--- config.mk ---
export PLATFORM = sky130hd
export DESIGN_NAME = pc_gen
export DESIGN_NICKNAME = d
export VERILOG_FILES = /design/src/rtl/pc_gen.sv
export SDC_FILE = /design/constraint.sdc
export NUM_CORES = 1
export LEC_CHECK = 0
export BUFFER_PORTS_ARGS = -buffer_cell sky130_fd_sc_hd__buf_2
export CORE_ASPECT_RATIO = 0.8
export CORE_UTILIZATION = 48
export CTS_CLUSTER_DIAMETER = 60
export DETAILED_ROUTE_END_ITERATION = 10
export GPL_TIMING_DRIVEN = 1
export PLACE_DENSITY = 0.91
export SLEW_MARGIN = 10
export SYNTH_ARGS = -nofsm -noshare
export SYNTH_HDL_FRONTEND = slang
export SYNTH_SLANG_ARGS = --single-unit
--- constraint.sdc ---
create_clock -name clk -period 2.8 [get_ports clk]
set_clock_uncertainty 0.05 [all_clocks]
set_input_delay 0.28 -clock clk [delete_from_list [all_inputs] [get_ports clk]]
set_output_delay 0.28 -clock clk [all_outputs]
set_load 0.03 [all_outputs]
--- src/rtl/pc_gen.sv ---
// pc_gen: next-PC generator with fixed-priority redirects, stall buffering and a registered fetch PC.
// Optional PC_ALIGN_CHECK_EN adds pc_misalign for redirect targets with pc[1:0] != 0.
module pc_gen #(
  parameter int              NUM_SRC     = 5,
  parameter int              PC_W        = 32,
  parameter int              FETCH_WIDTH = 2,
  parameter logic [PC_W-1:0] RESET_PC    = 32'hbfc0_0000
) (
  input  logic                       clk,
  input  logic                       reset,
  input  logic [NUM_SRC-1:0]         redirect_valid,
  input  logic [NUM_SRC*PC_W-1:0]    redirect_pc,
  input  logic                       pc_ready,
  output logic                       pc_valid,
  output logic [PC_W-1:0]            pc,
  output logic                       pc_redirected,
  output logic [$clog2(NUM_SRC)-1:0] pc_src,
  output logic                       pending
`ifdef PC_ALIGN_CHECK_EN
  ,
  output logic                       pc_misalign
`endif
);
  localparam int SW = $clog2(NUM_SRC);
  localparam int B  = FETCH_WIDTH * 4;
  typedef enum logic {IDLE, RUN} state_t;
  state_t state_q, state_d;
  logic [PC_W-1:0] pc_q, pc_d, pend_pc_q, pend_pc_d, tgt, seq;
  logic [SW-1:0] src_q, src_d, pend_src_q, pend_src_d, sel;
  logic redir_q, redir_d, pending_q, pending_d;
  logic any_redir, fire, take_r, buf_r, take_p, take_s;
  always_comb begin
    sel = '0;
    for (int i = NUM_SRC - 1; i >= 0; i--)
      if (redirect_valid[i]) sel = SW'(i);
  end
  assign any_redir = |redirect_valid;
  assign tgt       = redirect_pc[sel*PC_W +: PC_W];
  assign seq       = (pc_q & ~PC_W'(B - 1)) + PC_W'(B);
  assign pc_valid  = state_q == RUN;
  assign fire      = pc_valid & pc_ready;
  // A stalled pc_valid blocks loading; IDLE (no valid pc yet) loads a redirect directly.
  assign take_r = any_redir & (fire | ~pc_valid);
  assign buf_r  = any_redir & ~take_r;
  assign take_p = ~any_redir & fire & pending_q;
  assign take_s = ~any_redir & fire & ~pending_q;
  always_comb begin
    state_d    = RUN;
    pc_d       = take_r ? tgt : take_p ? pend_pc_q : take_s ? seq : pc_q;
    redir_d    = (take_r | take_p) ? 1'b1 : take_s ? 1'b0 : redir_q;
    src_d      = take_r ? sel : take_p ? pend_src_q : take_s ? '0 : src_q;
    pending_d  = buf_r | (pending_q & ~take_r & ~take_p);
    pend_pc_d  = buf_r ? tgt : pend_pc_q;
    pend_src_d = buf_r ? sel : pend_src_q;
  end
  always_ff @(posedge clk or posedge reset) begin
    if (reset) begin
      state_q    <= IDLE;
      pc_q       <= RESET_PC;
      redir_q    <= 1'b0;
      src_q      <= '0;
      pending_q  <= 1'b0;
      pend_pc_q  <= '0;
      pend_src_q <= '0;
    end else begin
      state_q    <= state_d;
      pc_q       <= pc_d;
      redir_q    <= redir_d;
      src_q      <= src_d;
      pending_q  <= pending_d;
      pend_pc_q  <= pend_pc_d;
      pend_src_q <= pend_src_d;
    end
  end
  assign pc            = pc_q;
  assign pc_redirected = redir_q;
  assign pc_src        = src_q;
  assign pending       = pending_q;
`ifdef PC_ALIGN_CHECK_EN
  logic mis_q, mis_d, pmis_q, pmis_d;
  always_comb begin
    mis_d  = take_r ? |tgt[1:0] : take_p ? pmis_q : take_s ? 1'b0 : mis_q;
    pmis_d = buf_r ? |tgt[1:0] : pmis_q;
  end
  always_ff @(posedge clk or posedge reset) begin
    if (reset) begin
      mis_q  <= 1'b0;
      pmis_q <= 1'b0;
    end else begin
      mis_q  <= mis_d;
      pmis_q <= pmis_d;
    end
  end
  assign pc_misalign = mis_q;
`endif
endmodule
==> impl_metrics.py <==
metrics = {
    "run_status": {
        "status": "finished, violations left",
        "failed_checks": "hold timing",
    },
    "timing": {
        "fmax_mhz": 441,
        "drv_slew": 0,
        "tns_ns": 0,
        "hold_ws_ns": -0.0434,
        "grt_setup_unrepaired": "false",
        "tightest_slew_ns": 0.737,
        "period_share_pct": 81.0,
        "setup_viol": 0,
        "final_hold_viol_count": 30,
        "layout_min_cycle_time_ns": 2.27,
        "relSlewSlack_pct": 50.7,
    },
    "place": {
        "dp_hpwl_um": 14900,
        "gp_congestion": 0.973,
        "io_buffers": 205,
    },
    "power_and_ir_drop": {
        "power_density_mw_per_mm2": 535,
        "internal_power_mw": 2.33,
        "power_leakage_nw": 2.96,
        "p_switching_mw": 1.23,
        "peakVddDrop_mv": 0.323,
        "swShare_pct": 34.5,
        "pwr-share-clk_pct": 32.1,
        "comb_power_share_pct": 28.8,
        "pwr-share-seq_pct": 39.1,
    },
    "cts": {
        "path_clk_slew_ns": 0.06,
        "cts_buffers": 9,
        "clk_latency_ns": 0.34,
        "clk_path_buf_depth": 2,
        "cts_tree": "yes",
        "clock_sinks": 73,
        "cts-root-buf": "clkbuf_16",
        "h-tree-depth": 3,
        "hold_buffers": 0,
        "cts_resized": 0,
        "post_cts_buffers": 0,
    },
    "global_routing": {
        "grt_max_degree": 74,
        "grt_overflow": 0,
        "antenna_found_initial": 1,
        "grt_pass1_vias": 5774,
        "grt_pass1_wl_um": 31300,
        "gr-usage-all-layers_pct": 36.8,
    },
    "logic_synthesis": {
        "syn_nets": 758,
        "syn_avg_cell_area_um2": 8.74,
        "yosysSeqAreaShare_pct": 35.7,
        "synth_area_mm2": 0.00515,
        "synth_enable_flop_cells": 0,
        "syn_inst": 589,
        "ys.flop_type": "dfrtp_1",
        "synth_cell_types": 70,
        "ys_async_sr_fraction_pct": 100,
        "ys_warn_count": 0,
        "ys_ff_latch": 73,
    },
    "finish": {
        "syn_to_final_growth_pct": 29.4,
        "utilization_pct": 64.5,
        "final_nets": 956,
        "drive_above_1_share_pct": 35.5,
    },
    "floorplan": {
        "die_w_um": 118,
        "dieArea_mm2": 0.0111,
        "die_h_um": 94.6,
        "fp-row-count": 33,
        "initial_core_util_pct": 49.9,
        "ios": 206,
        "core_mm2": 0.0103,
    },
    "routing": {
        "drtIter0Drc": 873,
        "drc": 0,
        "ant_nets": 0,
        "wl_per_cell_um": 21.7,
        "first_pass_iters": 8,
        "routed_wl_um": 20300,
        "vias": 6236,
        "viasPerCell": 6.68,
    },
    "setup_path": {
        "crit_chain": "nor4bb_1, nand2_1, nor4_1, a221oi_1, o21ai_0",
        "crit_path_end_kind": "flip-flop",
        "critPathMaxStageDelay_ns": 0.54,
        "crit_path_top_delay_cell": "nor4bb_1",
        "path_class": "flip-flop to flip-flop",
        "cp_data_required_time_ns": 3.01,
        "worstPathArrival_ns": 2.48,
        "crit_fanout": 10,
        "cp-start-kind": "flip-flop",
    },
    "hold_path": {
        "hp-class": "input port to asynchronous set/reset pin",
    },
    "job": {
        "max-cap-violations": 0,
    },
}
==> layout by cell type, fill, tap and decap left out, drive strengths merged, types with 14 or more instances in the layout <==
master	instances
o211ai	23
inv	14
nand2	59
a22oi	16
dfrtp	64
o22ai	14
a21oi	28
buf	233
o221ai	25
o21ai	50
a2bb2oi	15
nand3	14
nor2	38
==> cell type report <==
type / instances / area (um^2)
fillers: 882 / 3660
inverters: 16 / 60.1
diodes: 1 / 2.50
multi-input cells: 454 / 3040
clock buffers: 13 / 250
flip-flops and latches: 73 / 1840
repair buffers: 233 / 1260
clock inverters: 3 / 40.0
well taps: 140 / 175
==> per-layer routing <==
layer / track usage, % / part of all wire (%) / routed length, um / vias up
met5: 0 / 0 / 0 / -
met4: 15.6 / 4.1 / 831 / 0
met3: 11.7 / 14 / 2930 / 101
met2: 56.3 / 45 / 9040 / 550
met1: 48.2 / 37 / 7480 / 2907
li1: - / - / - / 2678
==> sequential cells by signal, indices dropped and copies added, names as in the netlist <==
register and cells:
pc 32, pc_redirected 1, pc_src 3, pc_valid 1
pend_pc_q 32, pend_src_q 3, pending 1
==> worst paths after layout <==
check	startpoint	to	slack [ns]	cells past startpoint
worst min register to register	pend_pc_q[19]	pend_pc_q[19]	0.43	2
max in group asynchronous	reset	pc[31]	2.37	3
worst max register to register	pending	pc[8]	0.53	5
worst min-delay path	reset	pend_pc_q[14]	-0.04	3
worst max-delay path	pending	pc[8]	0.53	5
min in group clk	redirect_pc[157]	pend_pc_q[29]	0.16	3
==> synthesized netlist by cell type, types with 10 or more instances <==
library cell | number | share of area, %
dfrtp_1 | 64 | 31
clkbuf_1 | 23 | 1.7
buf_2 | 12 | 1.2
nand3_1 | 14 | 1.4
inv_1 | 14 | 1.0
o211ai_1 | 21 | 3.1
o21ai_0 | 45 | 4.4
nand2_1 | 59 | 4.3
a22oi_1 | 16 | 2.3
a2bb2oi_1 | 15 | 2.6
o221ai_1 | 25 | 4.3
a21oi_1 | 28 | 2.7
nor2_1 | 38 | 2.8
or3_1 | 11 | 1.3
xnor2_1 | 10 | 1.7
o22ai_1 | 14 | 1.7
o31ai_1 | 13 | 1.9
mux2i_1 | 11 | 2.1
==> power by group through the flow <==
| stage | logic, mW | registers (mW) | clock network (mW) |
|---|---|---|---|
| 2_1_floorplan | 0.492 | 1.48 | 0 |
| 5_1_grt | 1.10 | 1.41 | 1.19 |
| 3_5_place_dp | 0.987 | 1.39 | 0 |
| 6_report | 1.03 | 1.39 | 1.14 |
| 4_1_cts | 1.00 | 1.38 | 1.14 |
| 3_3_place_gp | 0.962 | 1.39 | 0 |
==> worst max-delay path: cells and delay by family, from the launching register on <==
kind	cells	cell delay [ns]
AOI/OAI and AO/OA	2	0.22
DFF	1	0.52
and+or+nand+nor	3	1.39
==> cells by family (layout without fill, tap and decap cells) <==
group           count (synthesis)  after routing  share of synthesized area, %
compound gates                231            231                          31.8
simple gates                  186            186                          19.0
flops                          73             73                          35.7
buf+inv                        62            265                          5.64
xor+xnor                       18             18                          3.06
mux                            17             17                          4.54
fa+ha+maj                       1              1                         0.243
other cells                     1              2                        0.0728
==> metrics by stage <==
stage / cells / hold WS, ns / setup WS (ns) / power (mW) / instance area (um^2)
detailed placement: 915 / 0.343 / 0.349 / 2.38 / 6360
global placement: 915 / 0.343 / 0.412 / 2.35 / 6360
finish: 933 / -0.0434 / 0.531 / 3.56 / 6660
floorplan: 589 / 0.378 / 0.602 / 1.98 / 5150
global route: 933 / 0.0151 / 0.476 / 3.69 / 6660
CTS: 931 / 0.000205 / 0.626 / 3.53 / 6650
(Power assumes the default switching activity.)
